File: config.mk
export PLATFORM = sky130hd
export DESIGN_NAME = uart_tx_arbiter
export DESIGN_NICKNAME = d
export VERILOG_FILES = /design/src/rtl/uart_tx_arbiter.sv
export SDC_FILE = /design/constraint.sdc
export NUM_CORES = 1
export LEC_CHECK = 0
export ABC_AREA = 0
export CORE_UTILIZATION = 43
export CTS_CLUSTER_DIAMETER = 30
export DETAILED_ROUTE_END_ITERATION = 7
export PLACE_DENSITY = 0.9
export SYNTH_ARGS = -nofsm -noshare
export SYNTH_HDL_FRONTEND = slang
export SYNTH_SLANG_ARGS = --single-unit
export TNS_END_PERCENT = 10
File: constraint.sdc
create_clock -name clk_i -period 2.8 [get_ports clk_i]
set_input_delay 0.7 -clock clk_i [delete_from_list [all_inputs] [get_ports clk_i]]
set_output_delay 0.7 -clock clk_i [all_outputs]
set_load 0.03 [all_outputs]
File: src/rtl/uart_tx_arbiter.sv
// Shares one UART byte transmitter among NUM_REQ requesters; a frame ends after FRAME_TICKS baud ticks.
// Define UART_TX_ARB_FIXED_PRIO_EN for fixed priority (lowest index wins); round-robin otherwise.
module uart_tx_arbiter #(
  parameter int NUM_REQ     = 4,
  parameter int FRAME_TICKS = 10
) (
  input  logic                       clk_i,
  input  logic                       rst_i,
  input  logic [NUM_REQ-1:0]         req_i,
  input  logic [8*NUM_REQ-1:0]       data_i,
  input  logic                       baud_i,
  output logic [NUM_REQ-1:0]         ack_o,
  output logic [$clog2(NUM_REQ)-1:0] grant_o,
  output logic [7:0]                 tx_data_o,
  output logic                       tx_start_o,
  output logic                       busy_o,
  output logic                       done_o
);

  localparam int GW = $clog2(NUM_REQ);
  localparam int CW = $clog2(FRAME_TICKS + 1);
  localparam logic [CW-1:0] LAST_CNT = CW'(FRAME_TICKS - 1);

  typedef enum logic [1:0] {S_IDLE, S_START, S_SEND, S_DONE} state_t;

  state_t        state_q, state_d;
  logic [GW-1:0] grant_q, grant_d;
  logic [7:0]    data_q, data_d;
  logic [CW-1:0] cnt_q, cnt_d;
  logic          any_req;
  logic [GW-1:0] winner;

`ifdef UART_TX_ARB_FIXED_PRIO_EN
  // Scan from the top so the lowest set index is the last one written.
  always_comb begin
    any_req = 1'b0;
    winner  = '0;
    for (int i = NUM_REQ - 1; i >= 0; i--) begin
      if (req_i[i]) begin
        any_req = 1'b1;
        winner  = GW'(i);
      end
    end
  end
`else
  logic [GW-1:0] ptr_q, ptr_d;

  function automatic logic [GW-1:0] next_idx(input logic [GW-1:0] idx);
    if (int'(idx) == NUM_REQ - 1) return '0;
    else return idx + GW'(1);
  endfunction

  // Scan offsets from the top so the smallest offset from the pointer wins.
  always_comb begin
    logic [GW-1:0] idx;
    any_req = 1'b0;
    winner  = ptr_q;
    idx     = '0;
    for (int i = NUM_REQ - 1; i >= 0; i--) begin
      idx = GW'((int'(ptr_q) + i) % NUM_REQ);
      if (req_i[idx]) begin
        any_req = 1'b1;
        winner  = idx;
      end
    end
  end

  always_comb begin
    ptr_d = ptr_q;
    if (state_q == S_DONE) ptr_d = next_idx(grant_q);
  end

  always_ff @(posedge clk_i) begin
    if (rst_i) ptr_q <= '0;
    else       ptr_q <= ptr_d;
  end
`endif

  always_comb begin
    state_d = state_q;
    grant_d = grant_q;
    data_d  = data_q;
    cnt_d   = cnt_q;
    case (state_q)
      S_IDLE: begin
        if (any_req) begin
          grant_d = winner;
          data_d  = data_i[{winner, 3'b000} +: 8];
          state_d = S_START;
        end
      end
      // The transmitter has not left idle yet, so a baud tick here is not part of the frame.
      S_START: begin
        cnt_d   = '0;
        state_d = S_SEND;
      end
      S_SEND: begin
        if (baud_i) begin
          if (cnt_q == LAST_CNT) state_d = S_DONE;
          else                   cnt_d   = cnt_q + CW'(1);
        end
      end
      S_DONE:  state_d = S_IDLE;
      default: state_d = S_IDLE;
    endcase
  end

  always_ff @(posedge clk_i) begin
    if (rst_i) begin
      state_q <= S_IDLE;
      grant_q <= '0;
      data_q  <= 8'h00;
      cnt_q   <= '0;
    end else begin
      state_q <= state_d;
      grant_q <= grant_d;
      data_q  <= data_d;
      cnt_q   <= cnt_d;
    end
  end

  always_comb begin
    ack_o = '0;
    if (state_q == S_START) ack_o[grant_q] = 1'b1;
    tx_start_o = (state_q == S_START);
    busy_o     = (state_q == S_START) || (state_q == S_SEND);
    done_o     = (state_q == S_DONE);
    grant_o    = grant_q;
    tx_data_o  = data_q;
  end

endmodule
=== Word-level counts from Yosys, hierarchy flattened ===
Cells that the tools add are included.

* $add $sub $neg: 5
* Reduce and logical (&&, ||, !) cells: 7
* Order comparisons: 6
* Muxes and demuxes: 27
* Equality and inequality tests: 9
* Shift-type cells: 1

{| class="wikitable"
|+ Operators by type and width
! kind !! count
|-
| 32-bit by 6-bit indexed part select with 8-bit output || 1
|-
| 2-bit 2-to-1 mux || 8
|-
| 2-bit by 3-bit less-than comparator with 1-bit output (second input constant) || 5
|-
| 4-bit 2-to-1 mux || 3
|-
| 1-bit 2-to-1 mux || 9
|-
| 1-bit binary-select mux with 2-bit select || 4
|-
| 2-bit inequality test (second input constant) || 4
|-
| 2-bit case mux with 4 select lines || 1
|-
| 4-bit case mux with 2 select lines || 1
|-
| 3-bit AND reduction || 2
|-
| 2-bit by 1-bit adder with 2-bit output (second input constant) || 2
|-
| 2-bit adder (second input constant) || 2
|-
| 4-bit by 1-bit adder with 4-bit output (second input constant) || 1
|-
| 2-bit by 1-bit == test with 1-bit output (second input constant) || 2
|-
| 2-bit == test (second input constant) || 2
|-
| 4-bit == test (second input constant) || 1
|-
| 1-bit demux with 2-bit select || 1
|-
| 2-bit by 1-bit greater-or-equal comparator with 1-bit output (second input constant) || 1
|-
| 2-bit logical NOT || 1
|-
| 2-bit AND reduction || 1
|-
| 2-bit nonzero test || 1
|-
| 1-bit logical AND || 1
|-
| 1-bit logical OR || 1
|}

* Logic and storage cells: 60
* Register bits after elaboration: 18
* Output and inout bits: 17
* Bits of input ports: 39

=== Longest topological paths before layout ===
* Word-level depth: 9
* Gate-level depth with buffers: 7
* Depth with buffers taken out: 7

=== Worst setup path after synthesis ===
OpenSTA, ideal clock, no wires.

* Kind: input-to-reg
* Start point: input port req_i[2]
* End point: register data_q[0] (netlist: tx_data_o[0])
* Arrival time: 1.714 ns
* Setup time: 0.133 ns
* Required time: 2.667 ns
* Path slack: 0.952 ns
* Buffers on the path: 2
* Stages on the path: 7
* Cells stage by stage: nor2b_1 o21ai_0 o221a_1 buf_6 buf_12 mux2i_1 o221ai_1

* Word-level cells in the longest chain between the ends: 7
* Elaborated cells between the ends (all ways): 18
* Classes of those cells: 1 x shift; 16 x mux; 1 x reduce/logical

{| class="wikitable"
|+ RTL lines
! what !! line !! source
|-
| start: declaration || 9 || <nowiki>input logic [NUM_REQ-1:0] req_i,</nowiki>
|-
| 1-bit binary-select mux with 2-bit select || 61 || <nowiki>if (req_i[idx]) begin</nowiki>
|-
| 1-bit 2-to-1 mux (implied by the code) || 61 ||
|-
| 2-bit 2-to-1 mux or 1-bit 2-to-1 mux (tied branches) (4 in series) || 61 ||
|-
| 32-bit by 6-bit indexed part select with 8-bit output or 2-bit AND reduction (tied branches) || -- ||
|-
| end signal: assignment || 117 || <nowiki>data_q <= data_d;</nowiki>
|-
| end: declaration || 28 || <nowiki>logic [7:0] data_q, data_d;</nowiki>
|}

Parallel ways exist; a longest one is shown, timed or not. The select of a mux whose other input is x is not followed.
A chain may end at the register's enable or synchronous reset.

=== Worst setup path after layout ===
* Start point: register state_q[0]
* End point: output port ack_o[1]

* Word-level cells in the longest chain between the ends: 2

{| class="wikitable"
|+ RTL lines
! what !! line !! source
|-
| start: declaration || 26 || <nowiki>state_t state_q, state_d;</nowiki>
|-
| start signal: assignment || 115 || <nowiki>state_q <= state_d;</nowiki>
|-
| 2-bit by 1-bit == test with 1-bit output || 124 || <nowiki>if (state_q == S_START) ack_o[grant_q] = 1'b1;</nowiki>
|-
| 4-bit 2-to-1 mux || 124 ||
|-
| end: declaration || 12 || <nowiki>output logic [NUM_REQ-1:0] ack_o,</nowiki>
|}

No other way between the ends.

==> flow_summary.toml <==
[run_status]
outcome = "finished, final reports clean"

[detailed_routing]
drt_iter0_drc = 18
ant_nets = 0
wire_per_inst_um = 14.1
vias = 1125
routed_via_density = 5.33
detailedRoute.firstPassIterationCount = 5
wl_um = 2980
drc = 0

[worst_hold_path]
min_path_type = "reg2reg"
min_to = "tx_data_o[4]"
hp-start = "tx_data_o[4]"
hold_path_depth = 2

[floorplanning]
fp.dieW_um = 53.7
coreArea_mm2 = 0.00250
dieArea_mm2 = 0.00289
die_y_um = 53.7
start_util_pct = 46.0
num_io_pins = 56
row_count = 18

[critical_path]
cp_max_fo = 6
reg2reg_from = "state_q[0]"
rr_endpoint = "tx_data_o[0]"
worst-setup-path-type = "reg2out"
r2r_cells = 6
reg2reg_slack_ns = 1.12
arrival_ns = 1.81
crit_path_start_kind = "flip-flop"
end_kind = "primary output"
worstPathRequired_ns = 2.10

[timing]
drv_slew = 0
grt_setup_unrepaired = "no"
timing.slew.headroom_pct = 66.6
finalCritPeriodShare_pct = 89.7
fin_skew_ns = 0.00249
tns_ns = 0
setup-violations-final = 0
hold_viol = 0
worst_pin_slew_ns = 0.499
holdWs_ns = 0.465
finalCriticalPeriod_ns = 2.51
fmaxAchievable_mhz = 398

[global_route]
track_usage_pct = 21.3
grt_pass1_wl_um = 4440
antenna_found_initial = 0
use_met2_pct = 36.6
busiest_layer = "met2"
globalRouteMet3Util_pct = 2.54
use_met1_pct = 25.7
grt_max_degree = 18
grt-ovfl-total = 0
grt_pass1_vias = 1023

[final_layout]
fillerInstances = 188
fin_area_mm2 = 0.00174
regArea_um2 = 360
n_antenna_cell = 0
syn_to_final_growth_pct = 51.1
final_core_util_pct = 69.6
drive_above_1_share_pct = 3.31
multi_input_area_um2 = 726
final_nets = 232

[cts]
cts_sinks = 18
cts_max_level = 1
cts_tree = "built"
cts_buffers = 3
post-cts-setup-buffer-count = 0
clk_latency_ns = 0.28
cts.reportedPaths.clkPinSlew_ns = 0.10
cts_resized = 0
root_buffer = "clkbuf_4"
cts_buffer_depth = 2
hold_buffers = 0

[synth]
synth_top_area_share_pct = 31.3
syn_inst = 126
synth_largest_area_cell = "dfxtp_1"
syn_nets = 175
synth_top_family_by_area = "simple AND/OR/NAND/NOR gates"
synth-compound-area-share_pct = 12.9
syn_area_per_cell_um2 = 9.14
yosysWarnings = 0
async_flop_share_pct = 0
synth.distinct_cells = 27
synth_adder_area_share_pct = 10.9
synth_ff_type = "dfxtp_1"
synthSimpleGateAreaFrac_pct = 19.5
synth_xor_xnor_area_share_pct = 1.52
synth_edf_count = 0
synth_area_mm2 = 0.00115
synth_area_leaders = "dfxtp_1, mux2i_1, ha_1"
ys_seq_area_share_pct = 31.3
synthMuxAreaShare_pct = 18.3
ys_seq_elements = 18

[job]
cap_violations = 0

[place]
dpl_cell_area_mm2 = 0.00172
finalWeightedCongestion = 0.786
io_buffers = 55
dp_hpwl_um = 2430

[pwr]
leakagePower_uw = 0.000675
peakVddDrop_v = 0.000480
finalPower_uw = 1170
powerDensity_mw_per_mm2 = 673
==> registers in the layout (all words and copies together), names as in the netlist <==
name and cells:
tx_data_o 8, cnt_q 4, grant_o 2, ptr_q 2
state_q 2
==> kinds of logic (layout without fill, tap and decap cells) <==
| logic type | after synthesis | count (layout) |
|---|---|---|
| xor+xnor | 2 | 2 |
| mux | 21 | 21 |
| buf+inv | 10 | 65 |
| simple gates | 47 | 47 |
| fa+ha+maj | 10 | 10 |
| flops | 18 | 18 |
| compound gates | 18 | 18 |
==> cell type report <==
class / count / share of cell area [%]
clock buffers: 3 / 1.29
inverters: 6 / 1.29
multi-input cells: 98 / 41.7
flip-flops and latches: 18 / 20.7
well taps: 30 / 2.16
repair buffers: 56 / 32.8
==> through the flow <==
| step | worst slack (ns) | std cells |
|---|---|---|
| 5_1_grt | 0.181 | 211 |
| 6_report | 0.290 | 211 |
| 3_5_place_dp | 0.255 | 208 |
| 3_3_place_gp | 0.360 | 208 |
| 2_1_floorplan | 0.952 | 126 |
| 4_1_cts | 0.265 | 211 |
==> cell usage in the layout, fill, tap and decap left out, drive strengths merged, types with 2 or more instances in the layout <==
master / n
clkbuf: 3
inv: 6
nand2b: 2
nor3: 4
o221ai: 8
xor2: 2
nand2: 13
nor2b: 6
nor2: 15
and2: 4
o21ai: 2
dfxtp: 18
mux2i: 21
clkdlybuf4s50: 55
ha: 10
a21oi: 3
==> where the power goes <==
part           switching, uW  leakage [uW]  internal, uW
Sequential              53.7      0.000147           323
Combinational            361      0.000514           307
Clock                   76.4     0.0000138          49.9
Total                    491      0.000675           680
==> Yosys cell counts, types with 2 or more instances <==
cell	instances
a21oi_1	3
and2_1	4
dfxtp_1	18
ha_1	10
inv_1	6
mux2i_1	21
nand2_1	13
nand2b_1	2
nor2_1	15
nor2b_1	5
nor3_1	4
o21ai_0	2
o221ai_1	8
xor2_1	2
==> critical path, stage by stage, from the launching register on <==
cell and delay (ns):
dfxtp_1 0.42, ha_1 0.27, and2_1 0.16, clkdlybuf4s50_1 0.67
==> routing by layer <==
| layer | wire (um) | up-vias |
|---|---|---|
| met5 | 0 | - |
| met4 | 27 | 0 |
| met3 | 96 | 2 |
| met2 | 1570 | 26 |
| met1 | 1290 | 539 |
| li1 | - | 558 |
==> worst max-delay path by stage <==
| stage | to | cells after the start | startpoint |
|---|---|---|---|
| floorplan | tx_data_o[0] | 7 | req_i[2] |
| global placement | tx_data_o[1] | 6 | req_i[1] |
| detailed placement | tx_data_o[0] | 6 | req_i[1] |
| CTS | ack_o[1] | 4 | state_q[1] |
| global route | ack_o[1] | 4 | state_q[1] |
| finish | ack_o[1] | 3 | state_q[0] |
Note: power is estimated with default switching activity, not from simulation.
==> RTL change: new RTL, config.mk and constraints unchanged <==
The 4 states of `state_t` get a one-hot encoding in 4 bits.
--- a/src/rtl/uart_tx_arbiter.sv
+++ b/src/rtl/uart_tx_arbiter.sv
@@ -21,7 +21,7 @@
   localparam int CW = $clog2(FRAME_TICKS + 1);
   localparam logic [CW-1:0] LAST_CNT = CW'(FRAME_TICKS - 1);
 
-  typedef enum logic [1:0] {S_IDLE, S_START, S_SEND, S_DONE} state_t;
+  typedef enum logic [3:0] {S_IDLE = 4'b0001, S_START = 4'b0010, S_SEND = 4'b0100, S_DONE = 4'b1000} state_t;
 
   state_t        state_q, state_d;
   logic [GW-1:0] grant_q, grant_d;
Check against the original RTL: same outputs for any inputs over 10 cycles, from zero or initial values and one cycle with rst_i high; not proved beyond that.
==> RTL change against the unedited design <==
Cell count increased by 8.1%. Routed wire length increased by 23%. Core utilization decreased by 0.23 points. The flow now finishes with violations (DRC). Die area increased by 15%. Synthesized area increased by 16%. Sequential cell count increased by 2. Cell area increased by 14%. Setup slack got worse by 0.026 ns.
Power is not compared: it rests on default switching activity, and its combinational part moved more than twofold at a synthesized area within 25%.
==> RTL change: results <==
critical_path:
  r2r-start: "ptr_q[1]"
  reg2regPathDepth: 5
  crit_arrival_ns: 1.84
  critPathMaxFanout: 4
  endpoint: "done_o"
  rrSetupSlack_ns: 0.71
  crit_start: "state_q[3]"
  endpoint_kind: "output port"
  timing.rr.end: "tx_data_o[5]"
sta:
  whs_ns: 0.508
  relSlewSlack_pct: 54.4
  skew_ns: 0.00485
  setup_ws_ns: 0.263
worst_hold_path:
  hp-start: "tx_data_o[2]"
  hold_depth: 1
  hold_end: "tx_data_o[2]"
global_route:
  grt_usage_pct: 23.8
  grt_pass1_vias: 1361
  grt_max_degree: 17
  grt_pass1_wl_mm: 6.09
synthesis:
  synth_commonest_cells: "dfxtp_1, o21a_1, nor2_1, mux2_2, nor3b_1"
  ys_types: 41
  synth_fp_nets: 181
place:
  placed_area_um2: 1930
  gp_congestion: 0.826
  post-place-ws_ns: -0.0155
  dp_cells: 224
  hpwl_mm: 2.84
clock_tree:
  clkTransAtPathRegs_ns: 0.12
  root_buffer: "clkbuf_4"
detailed_routing:
  vias: 1299
  drc: 3
  drt_first_pass_iters: 6
  drt_iter0_markers: 63
  routed_wl_mm: 3.66
finish:
  fin_cells: 228
  nets: 243
status:
  violations: "DRC"
  status: "complete, but fails checks"
==> RTL change: cell types whose count changed after synthesis, moves of 8 or more <==
cell and delta:
mux2i_1 -17, o21a_1 +17, nand2_1 -11, mux2_2 +9
nor3b_1 +8, o221ai_1 -8
==> RTL change: area by class of cell <==
| class | instances | area (µm²) |
|---|---|---|
| flip-flops and latches | 20 | 400 |
| inverters | 6 | 22.5 |
| multi-input cells | 103 | 861 |
| well taps | 31 | 38.8 |
| fillers | 224 | 875 |
| clock inverters | 1 | 30.0 |
| repair buffers | 64 | 603 |
| clock buffers | 3 | 22.5 |
==> RTL change: power groups by stage <==
stage / Combinational [mW] / Clock (mW) / Sequential (mW)
after floorplan: 0.128 / 0 / 0.378
after global placement: 0.288 / 0 / 0.337
after detailed placement: 0.298 / 0 / 0.340
after CTS: 0.300 / 0.239 / 0.333
after global routing: 0.318 / 0.255 / 0.337
final: 0.300 / 0.237 / 0.334
==> RTL change: layer usage <==
metal	track usage [%]	part of all wire, %
met1	29.3	42
met2	39.2	49
met3	3.13	4.7
met4	15.3	4.8
met5	0	0
==> RTL change: kinds of logic (layout without fill, tap and decap cells) <==
| group | after synthesis | in the layout | synth area share (%) |
|---|---|---|---|
| AO/OA/AOI/OAI | 35 | 35 | 23.1 |
| multiplexers | 13 | 13 | 10.6 |
| XOR/XNOR | 2 | 2 | 1.31 |
| buffers and inverters | 13 | 74 | 5.53 |
| AND/OR/NAND/NOR | 47 | 47 | 23.9 |
| flip-flops | 20 | 20 | 30.0 |
| adder cells (fa/ha/maj) | 6 | 6 | 5.62 |
==> RTL change: worst max-delay path, stage by stage (launching register included) <==
cell and delay [ns]:
dfxtp_1 0.44, nor4b_1 0.25, buf_4 0.18, clkdlybuf4s50_1 0.66
